==> src/rtl/nabp_scan_pkg.sv <==
// Shared constants for the NABP processing scan controller: state encoding,
// scan mode/direction values and the angle thresholds that select them.
package nabp_scan_pkg;

    localparam int kAngleLength         = 9;
    localparam int kImageSize           = 8;
    localparam int kPartitionSize       = 4;
    localparam int kPartitionSizeLength = 3;
    localparam int kScanLength          = 4;

    localparam logic [2:0] ST_IDLE       = 3'd0;
    localparam logic [2:0] ST_SETUP      = 3'd1;
    localparam logic [2:0] ST_LINE_START = 3'd2;
    localparam logic [2:0] ST_SCAN       = 3'd3;
    localparam logic [2:0] ST_LINE_END   = 3'd4;
    localparam logic [2:0] ST_DONE       = 3'd5;

    localparam logic SCAN_MODE_X   = 1'b0;
    localparam logic SCAN_MODE_Y   = 1'b1;
    localparam logic SCAN_DIR_UP   = 1'b0;
    localparam logic SCAN_DIR_DOWN = 1'b1;

    localparam int unsigned kAngle45  = 32'd45;
    localparam int unsigned kAngle90  = 32'd90;
    localparam int unsigned kAngle135 = 32'd135;
    localparam int unsigned kAngle180 = 32'd180;

endpackage

==> src/rtl/nabp_scan_counter.sv <==
// Loadable up/down counter; tc flags the endpoint in the current direction
// (MAX when counting up, zero when counting down).
module nabp_scan_counter #(
    parameter int WIDTH = 4,
    parameter int MAX   = 7
) (
    input  logic             clk,
    input  logic             reset_n,
    input  logic             load,
    input  logic [WIDTH-1:0] load_value,
    input  logic             en,
    input  logic             dir,
    output logic [WIDTH-1:0] count,
    output logic             tc
);

    localparam logic [WIDTH-1:0] MAX_V  = WIDTH'(MAX);
    localparam logic [WIDTH-1:0] ONE_V  = WIDTH'(1);
    localparam logic [WIDTH-1:0] ZERO_V = WIDTH'(0);

    logic [WIDTH-1:0] count_r;

    // Count register: load takes priority over stepping.
    always_ff @(posedge clk or negedge reset_n) begin
        if (!reset_n) begin
            count_r <= ZERO_V;
        end else if (load) begin
            count_r <= load_value;
        end else if (en) begin
            count_r <= dir ? (count_r - ONE_V) : (count_r + ONE_V);
        end else begin
            count_r <= count_r;
        end
    end

    assign count = count_r;
    assign tc    = dir ? (count_r == ZERO_V) : (count_r == MAX_V);

endmodule

==> src/rtl/nabp_processing_scan_control.sv <==
// Per-angle sequencer: walks every line of a partition and steps the scan
// iterator across each line, gating PE updates with the filtered-RAM valid.
module nabp_processing_scan_control
    import nabp_scan_pkg::*;
#(
    parameter int kAngleLength         = nabp_scan_pkg::kAngleLength,
    parameter int kImageSize           = nabp_scan_pkg::kImageSize,
    parameter int kPartitionSize       = nabp_scan_pkg::kPartitionSize,
    parameter int kPartitionSizeLength = nabp_scan_pkg::kPartitionSizeLength,
    parameter int kScanLength          = nabp_scan_pkg::kScanLength
) (
    input  logic                            clk,
    input  logic                            reset_n,
    input  logic [kAngleLength-1:0]         tt_angle,
    input  logic                            tt_kick,
    output logic                            tt_ready,
    output logic                            tt_done,
    output logic                            tt_err,
    input  logic                            pv_valid,
    output logic [kAngleLength-1:0]         pe_angle,
    output logic                            pe_scan_mode,
    output logic                            pe_scan_dir,
    output logic [kPartitionSizeLength-1:0] pe_line_itr,
    output logic [kScanLength-1:0]          pe_scan_itr,
    output logic                            pe_line_kick,
    output logic                            pe_en
);

    localparam logic [kScanLength-1:0]          SCAN_MAX  = kScanLength'(kImageSize - 1);
    localparam logic [kScanLength-1:0]          SCAN_ZERO = kScanLength'(0);
    localparam logic [kPartitionSizeLength-1:0] LINE_LAST = kPartitionSizeLength'(kPartitionSize - 1);
    localparam logic [kPartitionSizeLength-1:0] LINE_ZERO = kPartitionSizeLength'(0);
    localparam logic [kPartitionSizeLength-1:0] LINE_ONE  = kPartitionSizeLength'(1);
    localparam logic [kAngleLength-1:0]         A45       = kAngleLength'(kAngle45);
    localparam logic [kAngleLength-1:0]         A90       = kAngleLength'(kAngle90);
    localparam logic [kAngleLength-1:0]         A135      = kAngleLength'(kAngle135);
    localparam logic [kAngleLength-1:0]         A180      = kAngleLength'(kAngle180);

    logic [2:0]                      state_r, state_s;
    logic [kAngleLength-1:0]         angle_r;
    logic                            mode_r, dir_r;
    logic [kPartitionSizeLength-1:0] line_itr_r;
    logic                            ready_r, done_r, err_r, line_kick_r, en_r;
    logic                            angle_ok_s, accept_s, mode_s, dir_s;
    logic                            cnt_load_s, cnt_en_s, scan_tc_s;
    logic [kScanLength-1:0]          cnt_load_value_s;

    assign angle_ok_s       = (tt_angle < A180);
    assign accept_s         = (state_r == ST_IDLE) && tt_kick && angle_ok_s;
    assign mode_s           = ((tt_angle < A45) || (tt_angle >= A135)) ? SCAN_MODE_X : SCAN_MODE_Y;
    assign dir_s            = (tt_angle < A90) ? SCAN_DIR_UP : SCAN_DIR_DOWN;
    // Loading on entry to LINE_START makes the start position visible during that cycle.
    assign cnt_load_s       = (state_s == ST_LINE_START);
    assign cnt_load_value_s = (dir_r == SCAN_DIR_DOWN) ? SCAN_MAX : SCAN_ZERO;
    assign cnt_en_s         = (state_r == ST_SCAN) && en_r && !scan_tc_s;

    // Next-state logic; SCAN advances only on cycles whose registered pe_en is high.
    always_comb begin
        state_s = state_r;
        case (state_r)
            ST_IDLE:       if (accept_s) state_s = ST_SETUP; else state_s = ST_IDLE;
            ST_SETUP:      state_s = ST_LINE_START;
            ST_LINE_START: state_s = ST_SCAN;
            ST_SCAN:       if (en_r && scan_tc_s) state_s = ST_LINE_END; else state_s = ST_SCAN;
            ST_LINE_END:   if (line_itr_r == LINE_LAST) state_s = ST_DONE; else state_s = ST_LINE_START;
            ST_DONE:       state_s = ST_IDLE;
            default:       state_s = ST_IDLE;
        endcase
    end

    // State and registered outputs, all derived from the next state.
    always_ff @(posedge clk or negedge reset_n) begin
        if (!reset_n) begin
            state_r     <= ST_IDLE;
            angle_r     <= {kAngleLength{1'b0}};
            mode_r      <= SCAN_MODE_X;
            dir_r       <= SCAN_DIR_UP;
            line_itr_r  <= LINE_ZERO;
            ready_r     <= 1'b1;
            done_r      <= 1'b0;
            err_r       <= 1'b0;
            line_kick_r <= 1'b0;
            en_r        <= 1'b0;
        end else begin
            state_r     <= state_s;
            ready_r     <= (state_s == ST_IDLE);
            done_r      <= (state_s == ST_DONE);
            err_r       <= (state_r == ST_IDLE) && tt_kick && !angle_ok_s;
            line_kick_r <= (state_s == ST_LINE_START);
            en_r        <= (state_s == ST_SCAN) && pv_valid;
            if (accept_s) begin
                angle_r <= tt_angle;
                mode_r  <= mode_s;
                dir_r   <= dir_s;
            end else begin
                angle_r <= angle_r;
                mode_r  <= mode_r;
                dir_r   <= dir_r;
            end
            if (state_s == ST_SETUP) begin
                line_itr_r <= LINE_ZERO;
            end else if ((state_r == ST_LINE_END) && (state_s == ST_LINE_START)) begin
                line_itr_r <= line_itr_r + LINE_ONE;
            end else begin
                line_itr_r <= line_itr_r;
            end
        end
    end

    nabp_scan_counter #(
        .WIDTH (kScanLength),
        .MAX   (kImageSize - 1)
    ) u_scan_counter (
        .clk        (clk),
        .reset_n    (reset_n),
        .load       (cnt_load_s),
        .load_value (cnt_load_value_s),
        .en         (cnt_en_s),
        .dir        (dir_r),
        .count      (pe_scan_itr),
        .tc         (scan_tc_s)
    );

    assign tt_ready     = ready_r;
    assign tt_done      = done_r;
    assign tt_err       = err_r;
    assign pe_angle     = angle_r;
    assign pe_scan_mode = mode_r;
    assign pe_scan_dir  = dir_r;
    assign pe_line_itr  = line_itr_r;
    assign pe_line_kick = line_kick_r;
    assign pe_en        = en_r;

endmodule

==> config.mk <==
export PLATFORM = sky130hd
export DESIGN_NAME = nabp_processing_scan_control
export DESIGN_NICKNAME = d
export VERILOG_FILES = /design/src/rtl/nabp_scan_pkg.sv /design/src/rtl/nabp_scan_counter.sv /design/src/rtl/nabp_processing_scan_control.sv
export SDC_FILE = /design/constraint.sdc
export NUM_CORES = 1
export LEC_CHECK = 0
export BUFFER_PORTS_ARGS = -buffer_cell sky130_fd_sc_hd__buf_2
export CAP_MARGIN = 20
export CORE_ASPECT_RATIO = 0.6
export CORE_MARGIN = 2
export CORE_UTILIZATION = 40
export DETAILED_ROUTE_END_ITERATION = 8
export GPL_TIMING_DRIVEN = 1
export HOLD_SLACK_MARGIN = 0.03
export SLEW_MARGIN = 20
export SYNTH_ARGS = -nofsm -noshare
export SYNTH_HDL_FRONTEND = slang
export SYNTH_SLANG_ARGS = --single-unit
export TNS_END_PERCENT = 10
==> constraint.sdc <==
create_clock -name clk -period 2.7 [get_ports clk]
set_clock_uncertainty 0.1 [all_clocks]
set_input_delay 0.54 -clock clk [delete_from_list [all_inputs] [get_ports clk]]
set_output_delay 0.54 -clock clk [all_outputs]
set_load 0.03 [all_outputs]
==> results.md <==
- Outcome: completed
- Reg clk slew, reported paths: 0.09 ns
- Post-route ant nets: 0
- Fillers: 292
- Clock Latency Late Sink: 0.27 ns
- Pwr/cell area: 927 nW/um2
- Die height: 47.6 um
- Most common cell after layout, fill and taps aside: buf_2
- Post-synthesis sequential area ratio: 0.515
- Start point of the critical path: u_scan_counter.count[0]
- Post-route setup slack: 0.515 ns
- Die Area: 3650 um2
- Hold_buf cts: 0
- I/O Buffers: 35
- WHS: 0.146 ns
- Worst-Margin Slew: 0.549 ns
- Area grow syn2layout: 23.2%
- Layout Cells excl Fill: 202
- Final Hold Vio Count: 0
- Antenna Cells: 0
- RSZ-0062 raised after global routing: false
- Cell count after synthesis: 120
- Layout cells sized above 1: 0.319
- Die Wd: 76.6 um
- Initial drt markers: 60
- Vias per cell: 4.86
- H-tree depth: 1
- Standard-cell rows: 15
- Maximum fanout along the worst path: 6
- # DRC: 0
- Pre-CTS setup slack: 0.534 ns
- Clock sinks: 26
- Vias in the first global route: 942
- FF+latch count, synth: 26
- Final Util: 0.530
- Critical R2R Capture: u_scan_counter.count[1]
- Max rail drop VDD: 0.000387 V
- Relative slew slack: 0.634
- Max Fclk: 458 MHz
- # nets final: 179
- IO Pins: 36
- R2R Path Start: u_scan_counter.count[0]
- MaxCap Viol Count: 0
- CTS tree: built
- Crit path launch type: register
- Final HPWL DP: 2110 um
- Minimum clock period: 2.18 ns
- Cell Area, Placed: 1510 um2
- Largest net degree at the start of global routing: 27
- Global-route total usage across every layer: 0.156
- Worst EP required: 2.76 ns
- Post_cts resized: 0
- Finished Cell Area: 1560 um2
- Cells after DPL: 198
- Setup TNS: 0 ns
- Post-CTS Setup Inserts: 0
- Yosys cell types: 36
- GR Util met2: 0.223
- Clock Path Buffers: 2
- CTS root buf: clkbuf_8
- Final setup vio count: 0
- Reg-to-reg setup timing slack: 0.52 ns
- Via count: 981
- Initial Utilization: 0.430
- CTS Buf Count: 3
- Syn Nets: 138
- Initial antenna violation count: 0
- CP arrival: 2.24 ns
- Synth warn: 0
- Final slew viol count: 0
- Reg2reg path depth: 5
- Gpl congestion: 0.904
- Final wirelength: 2630 um
- Pwr Total: 1.45 mW
- Most frequent cells in the layout: 35 x buf_2, 25 x dfrtp_1, 22 x nand2_1
- Crit Path Class: reg -> reg
- Period Utilization, post-route: 0.809
- Core Area: 2950 um2
- Avg Cell Area, Syn: 10.6 um2
- Total gr overflow: 0
- First-pass GRT wire length: 4300 um
- Leak: 0.809 nW
- Met1 usage: 0.230
- Endpoint class of the critical path: register
- Met3 Use GR: 0.0566
- Busiest grt layer: met1
- Post-Synthesis Cell Area: 1270 um2
- DR WL/cell: 13.0 um
- 1st-pass router iterations: 4
- Hold Path Class: in -> async
## worst max-delay path: stages (launching register included)
cell,delay [ns]
dfrtp_1,0.45
or4b_4,0.58
a211oi_4,0.33
a2bb2oi_2,0.13
o211ai_2,0.15
mux2_4,0.33
## area by class of cell
type	count	area (um2)	area share
Timing Repair Buffer	37	190	0.122
Inverter	8	30.0	0.0192
Sequential cell	26	652	0.418
Tap cell	42	52.6	0.0337
Multi-Input combinational cell	85	581	0.372
Clock buffer	4	55.1	0.0353
## layer usage
layer,vias up,share of wire
met5,-,0
met4,0,0.0030
met3,2,0.055
met2,24,0.41
met1,458,0.53
li1,497,-
## worst max-delay path by stage
stage	to	depth (start not counted)	slack (ns)
after global placement	u_scan_counter.count[1]	5	0.56
final	u_scan_counter.count[1]	5	0.52
after detailed placement	u_scan_counter.count[1]	5	0.53
after global routing	u_scan_counter.count[1]	5	0.40
after CTS	u_scan_counter.count[1]	5	0.52
after floorplan	u_scan_counter.count[1]	6	0.40
## cells by family after synthesis
kind of cell               after synthesis  synth area share
AOI/OAI and AO/OA                       22             0.129
buffers and inverters                    9            0.0267
DFF                                     26             0.515
and+or+nand+nor                         47             0.188
muxes                                    6            0.0514
adders and majority gates                5            0.0553
xor gates and xnor gates                 5            0.0346
## where the power goes
part	switching, mW	total [mW]	internal (mW)
Combinational	0.380	0.623	0.243
Clock	0.115	0.245	0.130
Sequential	0.0976	0.577	0.480
## synthesized netlist by cell type, drive strengths merged
cell,instances,area (um2)
nand4b,1,8.76
dfrtp,25,626
o2111ai,1,8.76
inv,7,26.3
nand2,22,82.6
and2,2,13.8
o211ai,2,20.0
a21oi,7,35.0
mux2,1,15.0
nand3,4,20.0
or4b,1,13.8
nor2,8,30.0
nor4,3,18.8
and3,3,20.0
nor4b,2,23.8
xnor2,4,35.0
clkbuf,1,3.75
a2bb2oi,1,15.0
ha,4,50.1
clkinv,1,3.75
a211oi,2,27.5
nor2b,1,6.26
o21ai,5,25.0
a21boi,1,7.51
o211a,1,10.0
a31oi,1,6.26
fa,1,20.0
a21o,1,8.76
xor2,1,8.76
dfstp,1,26.3
mux2i,5,50.1
## registers in the layout, indices dropped and copies added (netlist names), 3 cells and up
register              count
pe_angle                  9
pe_line_itr               3
state_r                   3
u_scan_counter.count      4
Note: power is estimated with default switching activity, not from simulation.
